`config.mk`:
```
export PLATFORM = sky130hd
export DESIGN_NAME = alioth_timer_mc
export DESIGN_NICKNAME = d
export VERILOG_FILES = /design/src/rtl/alioth_timer_pkg.sv /design/src/rtl/alioth_timer_ch.sv /design/src/rtl/alioth_timer_mc.sv
export SDC_FILE = /design/constraint.sdc
export NUM_CORES = 1
export LEC_CHECK = 0
export CORE_ASPECT_RATIO = 1.4
export CORE_MARGIN = 2
export CORE_UTILIZATION = 55
export DETAILED_ROUTE_END_ITERATION = 8
export GPL_ROUTABILITY_DRIVEN = 0
export PLACE_DENSITY_LB_ADDON = 0.2
export SLEW_MARGIN = 20
export SYNTH_ARGS = -nofsm -noshare
export SYNTH_HDL_FRONTEND = slang
export SYNTH_HIERARCHICAL = 1
export SYNTH_SLANG_ARGS = --single-unit
```
`constraint.sdc`:
```
create_clock -name clk -period 7.3 [get_ports clk]
set_clock_uncertainty 0.1 [all_clocks]
set_input_delay 0.73 -clock clk [delete_from_list [all_inputs] [get_ports clk]]
set_output_delay 0.73 -clock clk [all_outputs]
set_load 0.03 [all_outputs]
```
`src/rtl/alioth_timer_pkg.sv`:
```
// rtl/alioth_timer_pkg.sv - register map, CTRL field layout and CTRL readback packing for the alioth timer
package alioth_timer_pkg;

  typedef enum logic [1:0] {
    REG_CTRL   = 2'd0,
    REG_COUNT  = 2'd1,
    REG_CMP    = 2'd2,
    REG_STATUS = 2'd3
  } reg_sel_e;

  localparam int CTRL_EN_BIT       = 0;
  localparam int CTRL_AUTO_RLD_BIT = 1;
  localparam int CTRL_IE_BIT       = 2;
  localparam int CTRL_CASCADE_BIT  = 4;
  localparam int CTRL_PSC_LSB      = 8;
  localparam int CTRL_PSC_MSB      = 15;
  localparam int STATUS_PEND_BIT   = 0;

  typedef struct packed {
    logic [7:0] psc;
    logic       cascade;
    logic       ie;
    logic       auto_rld;
    logic       en;
  } ctrl_t;

  function automatic logic [31:0] ctrl_pack(input ctrl_t c);
    logic [31:0] v;
    v = '0;
    v[CTRL_PSC_MSB:CTRL_PSC_LSB] = c.psc;
    v[CTRL_CASCADE_BIT]          = c.cascade;
    v[CTRL_IE_BIT]               = c.ie;
    v[CTRL_AUTO_RLD_BIT]         = c.auto_rld;
    v[CTRL_EN_BIT]               = c.en;
    return v;
  endfunction

endpackage

```
`src/rtl/alioth_timer_ch.sv`:
```
// rtl/alioth_timer_ch.sv - one timer channel: prescaler, COUNT, CMP, PEND and tick/match logic
module alioth_timer_ch
  import alioth_timer_pkg::*;
#(
  parameter int unsigned CNT_W      = 32,
  parameter bit          CASCADE_OK = 1'b0
) (
  input  logic             clk,
  input  logic             rst,
  input  logic             wr_ctrl_i,
  input  logic             wr_count_i,
  input  logic             wr_cmp_i,
  input  logic             wr_status_i,
  input  logic [31:0]      wdata_i,
  input  logic             casc_tick_i,
  output logic             match_o,
  output logic [31:0]      ctrl_o,
  output logic [CNT_W-1:0] count_o,
  output logic [CNT_W-1:0] cmp_o,
  output logic             pend_o,
  output logic             ie_o
);

  ctrl_t            ctrl_q, ctrl_d;
  logic [7:0]       psc_cnt_q, psc_cnt_d;
  logic [CNT_W-1:0] count_q, count_d;
  logic [CNT_W-1:0] cmp_q, cmp_d;
  logic             pend_q, pend_d;
  logic             psc_hit, tick, match;
  logic             unused_wdata;

  assign unused_wdata = ^{wdata_i[31:16], wdata_i[7:5], wdata_i[3]};

  // A cascaded channel takes its tick from the previous channel's match instead of its prescaler.
  always_comb begin
    psc_hit = (psc_cnt_q == ctrl_q.psc);
    tick    = ctrl_q.en && (ctrl_q.cascade ? casc_tick_i : psc_hit);
    match   = tick && (count_q == cmp_q);
  end

  always_comb begin
    ctrl_d    = ctrl_q;
    psc_cnt_d = psc_cnt_q;
    count_d   = count_q;
    cmp_d     = cmp_q;
    pend_d    = pend_q;

    if (ctrl_q.en && !ctrl_q.cascade) begin
      psc_cnt_d = psc_hit ? 8'd0 : psc_cnt_q + 8'd1;
    end

    if (tick) begin
      if (match) begin
        if (ctrl_q.auto_rld) count_d = '0;
        else                 ctrl_d.en = 1'b0;
      end else begin
        count_d = count_q + CNT_W'(1);
      end
    end

    if (wr_status_i && wdata_i[STATUS_PEND_BIT]) pend_d = 1'b0;
    if (match) pend_d = 1'b1;

    // Software writes land last so they override the tick update of the same register.
    if (wr_ctrl_i) begin
      ctrl_d.en       = wdata_i[CTRL_EN_BIT];
      ctrl_d.auto_rld = wdata_i[CTRL_AUTO_RLD_BIT];
      ctrl_d.ie       = wdata_i[CTRL_IE_BIT];
      ctrl_d.cascade  = CASCADE_OK && wdata_i[CTRL_CASCADE_BIT];
      ctrl_d.psc      = wdata_i[CTRL_PSC_MSB:CTRL_PSC_LSB];
      psc_cnt_d       = '0;
    end
    if (wr_count_i) count_d = wdata_i[CNT_W-1:0];
    if (wr_cmp_i)   cmp_d   = wdata_i[CNT_W-1:0];
  end

  always_ff @(posedge clk) begin
    if (rst) begin
      ctrl_q    <= '0;
      psc_cnt_q <= '0;
      count_q   <= '0;
      cmp_q     <= '0;
      pend_q    <= 1'b0;
    end else begin
      ctrl_q    <= ctrl_d;
      psc_cnt_q <= psc_cnt_d;
      count_q   <= count_d;
      cmp_q     <= cmp_d;
      pend_q    <= pend_d;
    end
  end

  assign match_o = match;
  assign ctrl_o  = ctrl_pack(ctrl_q);
  assign count_o = count_q;
  assign cmp_o   = cmp_q;
  assign pend_o  = pend_q;
  assign ie_o    = ctrl_q.ie;

endmodule

```
`src/rtl/alioth_timer_mc.sv`:
```
// rtl/alioth_timer_mc.sv - multi-channel timer top: decode, read register, irq OR, cascade links
// Optional channel cascading is enabled by defining ALIOTH_TIMER_CASCADE_EN.
module alioth_timer_mc
  import alioth_timer_pkg::*;
#(
  parameter int unsigned NUM_CH = 2,
  parameter int unsigned CNT_W  = 32,
  parameter int unsigned ADDR_W = 8
) (
  input  logic              clk,
  input  logic              rst,
  input  logic              req_i,
  input  logic              we_i,
  input  logic [ADDR_W-1:0] addr_i,
  input  logic [31:0]       data_i,
  output logic [31:0]       data_o,
  output logic              rvalid_o,
  output logic [NUM_CH-1:0] irq_vec_o,
  output logic              irq_o
);

`ifdef ALIOTH_TIMER_CASCADE_EN
  localparam bit CASC_EN = 1'b1;
`else
  localparam bit CASC_EN = 1'b0;
`endif

  logic [ADDR_W-5:0] ch_idx;
  reg_sel_e          reg_sel;
  logic [NUM_CH-1:0] wr_ctrl, wr_count, wr_cmp, wr_status;
  logic [NUM_CH-1:0] match, casc, pend, ie;
  logic [31:0]       ctrl_rd  [NUM_CH];
  logic [CNT_W-1:0]  count_rd [NUM_CH];
  logic [CNT_W-1:0]  cmp_rd   [NUM_CH];
  logic [31:0]       rd_val;
  logic [31:0]       data_q, data_d;
  logic              rvalid_q, rvalid_d;
  logic [NUM_CH-1:0] irq_vec_q, irq_vec_d;
  logic              unused_top;

  assign ch_idx     = addr_i[ADDR_W-1:4];
  assign reg_sel    = reg_sel_e'(addr_i[3:2]);
  assign unused_top = ^{addr_i[1:0], match[NUM_CH-1]};

  // Channel indices beyond NUM_CH decode to nothing: writes vanish, reads return zero.
  always_comb begin
    wr_ctrl   = '0;
    wr_count  = '0;
    wr_cmp    = '0;
    wr_status = '0;
    rd_val    = '0;
    for (int unsigned i = 0; i < NUM_CH; i++) begin
      if (32'(ch_idx) == i) begin
        if (req_i && we_i) begin
          wr_ctrl[i]   = (reg_sel == REG_CTRL);
          wr_count[i]  = (reg_sel == REG_COUNT);
          wr_cmp[i]    = (reg_sel == REG_CMP);
          wr_status[i] = (reg_sel == REG_STATUS);
        end
        case (reg_sel)
          REG_CTRL:   rd_val = ctrl_rd[i];
          REG_COUNT:  rd_val = 32'(count_rd[i]);
          REG_CMP:    rd_val = 32'(cmp_rd[i]);
          REG_STATUS: rd_val = {31'd0, pend[i]};
        endcase
      end
    end
  end

  always_comb begin
    rvalid_d  = req_i && !we_i;
    data_d    = rvalid_d ? rd_val : data_q;
    irq_vec_d = pend & ie;
  end

  always_ff @(posedge clk) begin
    if (rst) begin
      data_q    <= '0;
      rvalid_q  <= 1'b0;
      irq_vec_q <= '0;
    end else begin
      data_q    <= data_d;
      rvalid_q  <= rvalid_d;
      irq_vec_q <= irq_vec_d;
    end
  end

  for (genvar g = 0; g < NUM_CH; g++) begin : g_ch
    if (g == 0) begin : g_head
      assign casc[g] = 1'b0;
    end else begin : g_link
      assign casc[g] = match[g-1];
    end

    alioth_timer_ch #(
      .CNT_W      (CNT_W),
      .CASCADE_OK (CASC_EN && (g > 0))
    ) u_ch (
      .clk         (clk),
      .rst         (rst),
      .wr_ctrl_i   (wr_ctrl[g]),
      .wr_count_i  (wr_count[g]),
      .wr_cmp_i    (wr_cmp[g]),
      .wr_status_i (wr_status[g]),
      .wdata_i     (data_i),
      .casc_tick_i (casc[g]),
      .match_o     (match[g]),
      .ctrl_o      (ctrl_rd[g]),
      .count_o     (count_rd[g]),
      .cmp_o       (cmp_rd[g]),
      .pend_o      (pend[g]),
      .ie_o        (ie[g])
    );
  end

  assign data_o    = data_q;
  assign rvalid_o  = rvalid_q;
  assign irq_vec_o = irq_vec_q;
  assign irq_o     = |irq_vec_q;

endmodule
```
==> results.cfg <==
[timing]
timing_max_transition_violations_final = 0
setup_violations = 0
slew_headroom_pct = 23.57
rsz0062_at_grt = no
layout_setup_ws_ns = 2.838
fmax_mhz = 224.1
post-route-min-period_ns = 4.462
timing.final.crit_share_pct = 61.13
timing_worst_slew_pin_value_ns = 1.140
hold_violations = 0
finalSetupTns_ns = 0
hold_ws_ns = 0.3893

[power_and_ir_drop]
peakVddDrop_v = 0.0001684
leakage_nw = 5.047
power.density_cell_area_nw_per_um2 = 189.2
totalPowerFinal_mw = 2.713

[finish]
fillCellCount = 2114
num_antenna_cells = 0
layout.cells.most_common = sky130_fd_sc_hd__dfxtp_1
layout.nets = 1558
layoutNonFillerInstCount = 1832
mostFrequentLayoutCells = sky130_fd_sc_hd__dfxtp_1 (203), sky130_fd_sc_hd__nor2_1 (167), sky130_fd_sc_hd__mux2i_1 (119), sky130_fd_sc_hd__nand2_1 (104), sky130_fd_sc_hd__xor2_1 (76)
multi_input_comb_area_um2 = 8099
seqCellArea_um2 = 4064
final_layout_size_suffix_gt1_share_pct = 11.73
synthToLayoutAreaGrowth_pct = 9.895

[routing]
drt_pre_antenna_iters = 6
ant_nets = 0
drc_errors = 0
drt_first_iter_violations = 1142
detail_route.vias_per_cell = 6.212
routedWlPerCell_um = 21.16
finalWirelength_um = 38770
route.vias.total = 11381

[run]
max-cap-violations = 0

[critical_path]
cpMostUsedCell = sky130_fd_sc_hd__buf_4
worst-setup-path-type = in2reg
worst_r2r_path_depth = 6
wp_depth = 11
timing.critical_path.to_type = flip-flop
capture_point_of_the_worst_reg_to_reg_path = g_ch[0].u_ch/count_o[6]
timing.reg2reg.setup_slack_ns = 4.15
critPathArrivalTime_ns = 4.73
critical_path.top_delay_family = buffers and inverters
critical_path_buf_inv_count = 5
reg2reg_from = g_ch[0].u_ch/count_o[22]
crit_path_start = addr_i[7]
crit_path_top_delay_cell = sky130_fd_sc_hd__or4b_2
critical_path.startpoint_type = input port
worstPathCellList = clkdlybuf4s50_1 -> or4b_2 -> buf_4 -> nor2_4 -> buf_4 -> clkinv_1 -> o31ai_1 -> o41ai_4 -> buf_6 -> a222oi_1 -> nor2_1
worst_ep_required_time_ns = 7.57
timing.critical_path.slowest_cell_delay_ns = 0.68
cp_max_fo = 47
worst_setup_path_endpoint = g_ch[1].u_ch/count_o[18]

[floorplanning]
pin_count = 80
initial_core_util_pct = 56.04
die_height_um = 186.3
std_cell_rows = 66
design.core.area_um2 = 23290
die_outline_area_um2 = 24990
die_width_um = 134.2

[grt]
grt_first_pass_wirelength_um = 60390
grt_max_degree = 87
grt_use_total_pct = 30.57
first_global_vias = 10624
antenna_found_initial = 0
grt_overflow = 0

[cts]
cts_clk_pin_slew_worst_paths_ns = 0.06
cts_num_sinks = 203
num_cts_buffers = 23
cts.hold.buffers_added = 0
tritoncts = built
count_of_buffers_added_by_post_cts_timing_repair_for_setup = 0
cts_buffer_depth = 3
h_tree_level_count = 1
clock_tree.root_cell = sky130_fd_sc_hd__clkbuf_16
postCtsResizedCells = 0
clk_latency_ns = 0.52

[synthesis]
yosys_warnings = 6
synth_area_um2 = 13050
synthesis.area_per_instance_um2 = 8.580
netlist_instances = 1521

[placed_design]
placement.io_buffers = 77
dp_slack_ns = 2.388
detailedPlacementHpwl_um = 26830
post-place-cells = 1789

[status]
outcome = complete, no violations

[hold_path]
timing.hold.worst.class = reg2reg
[worst min-delay path: cells and delay by family, from the launching register on]
family / cells / cell delay, ns
and+or+nand+nor: 1 / 0.06
AOI/OAI and AO/OA: 1 / 0.05
DFF: 1 / 0.33
[power by group]
part           internal [mW]  switching, mW  leakage, nW  total, mW
Sequential              1.13         0.0264         1.64       1.15
Clock                  0.735          0.480        0.394       1.22
Combinational          0.114          0.231         3.01      0.345
[metrics by stage]
| step | cell area, um2 | utilization [%] |
|---|---|---|
| 2_1_floorplan | 13200 | - |
| 3_3_place_gp | 13530 | 58.10 |
| 3_5_place_dp | 13530 | 58.10 |
| 4_1_cts | 14320 | 61.49 |
| 5_1_grt | 14340 | 61.58 |
| 6_report | 14340 | 61.58 |
[flip-flops by register name, summed over array words and instances, names as in the netlist]
signal,cells
g_ch.u_ch/psc_cnt_q,16
g_ch.u_ch/pend_o,2
g_ch.u_ch/cmp_o,64
rvalid_o,1
g_ch.u_ch/ctrl_o,20
g_ch.u_ch/count_o,64
data_o,32
g_ch.u_ch/ie_o,2
irq_vec_o,2
[layer usage]
metal  track usage, %  share of wire [%]  up-vias  wire length [um]
met1            39.22                 41     5552             16050
met3            3.171                5.6       79              2184
met2            53.61                 49      367             19120
met4            10.53                3.6        0              1410
li1                 -                  -     5383                 -
met5                0                  0        -                 0
[final cells by class]
type	instances	area share (%)
multi-input cells	1161	56.47
flip-flops and latches	203	28.34
repair buffers	95	6.343
clock buffers	31	4.572
well taps	306	2.670
clock inverters	10	0.9248
inverters	26	0.6805
[worst min path at each step]
stage	start	depth (start not counted)	end	slack, ns
after floorplan	g_ch[0].u_ch/pend_o	2	irq_vec_o[0]	0.32
after global placement	g_ch[0].u_ch/pend_o	2	g_ch[0].u_ch/pend_o	0.36
after detailed placement	g_ch[0].u_ch/pend_o	2	g_ch[0].u_ch/pend_o	0.37
after CTS	g_ch[0].u_ch/pend_o	2	g_ch[0].u_ch/pend_o	0.38
after global routing	g_ch[0].u_ch/pend_o	2	g_ch[0].u_ch/pend_o	0.40
final	g_ch[0].u_ch/pend_o	2	g_ch[0].u_ch/pend_o	0.39
Power figures use the tool's default switching activity.
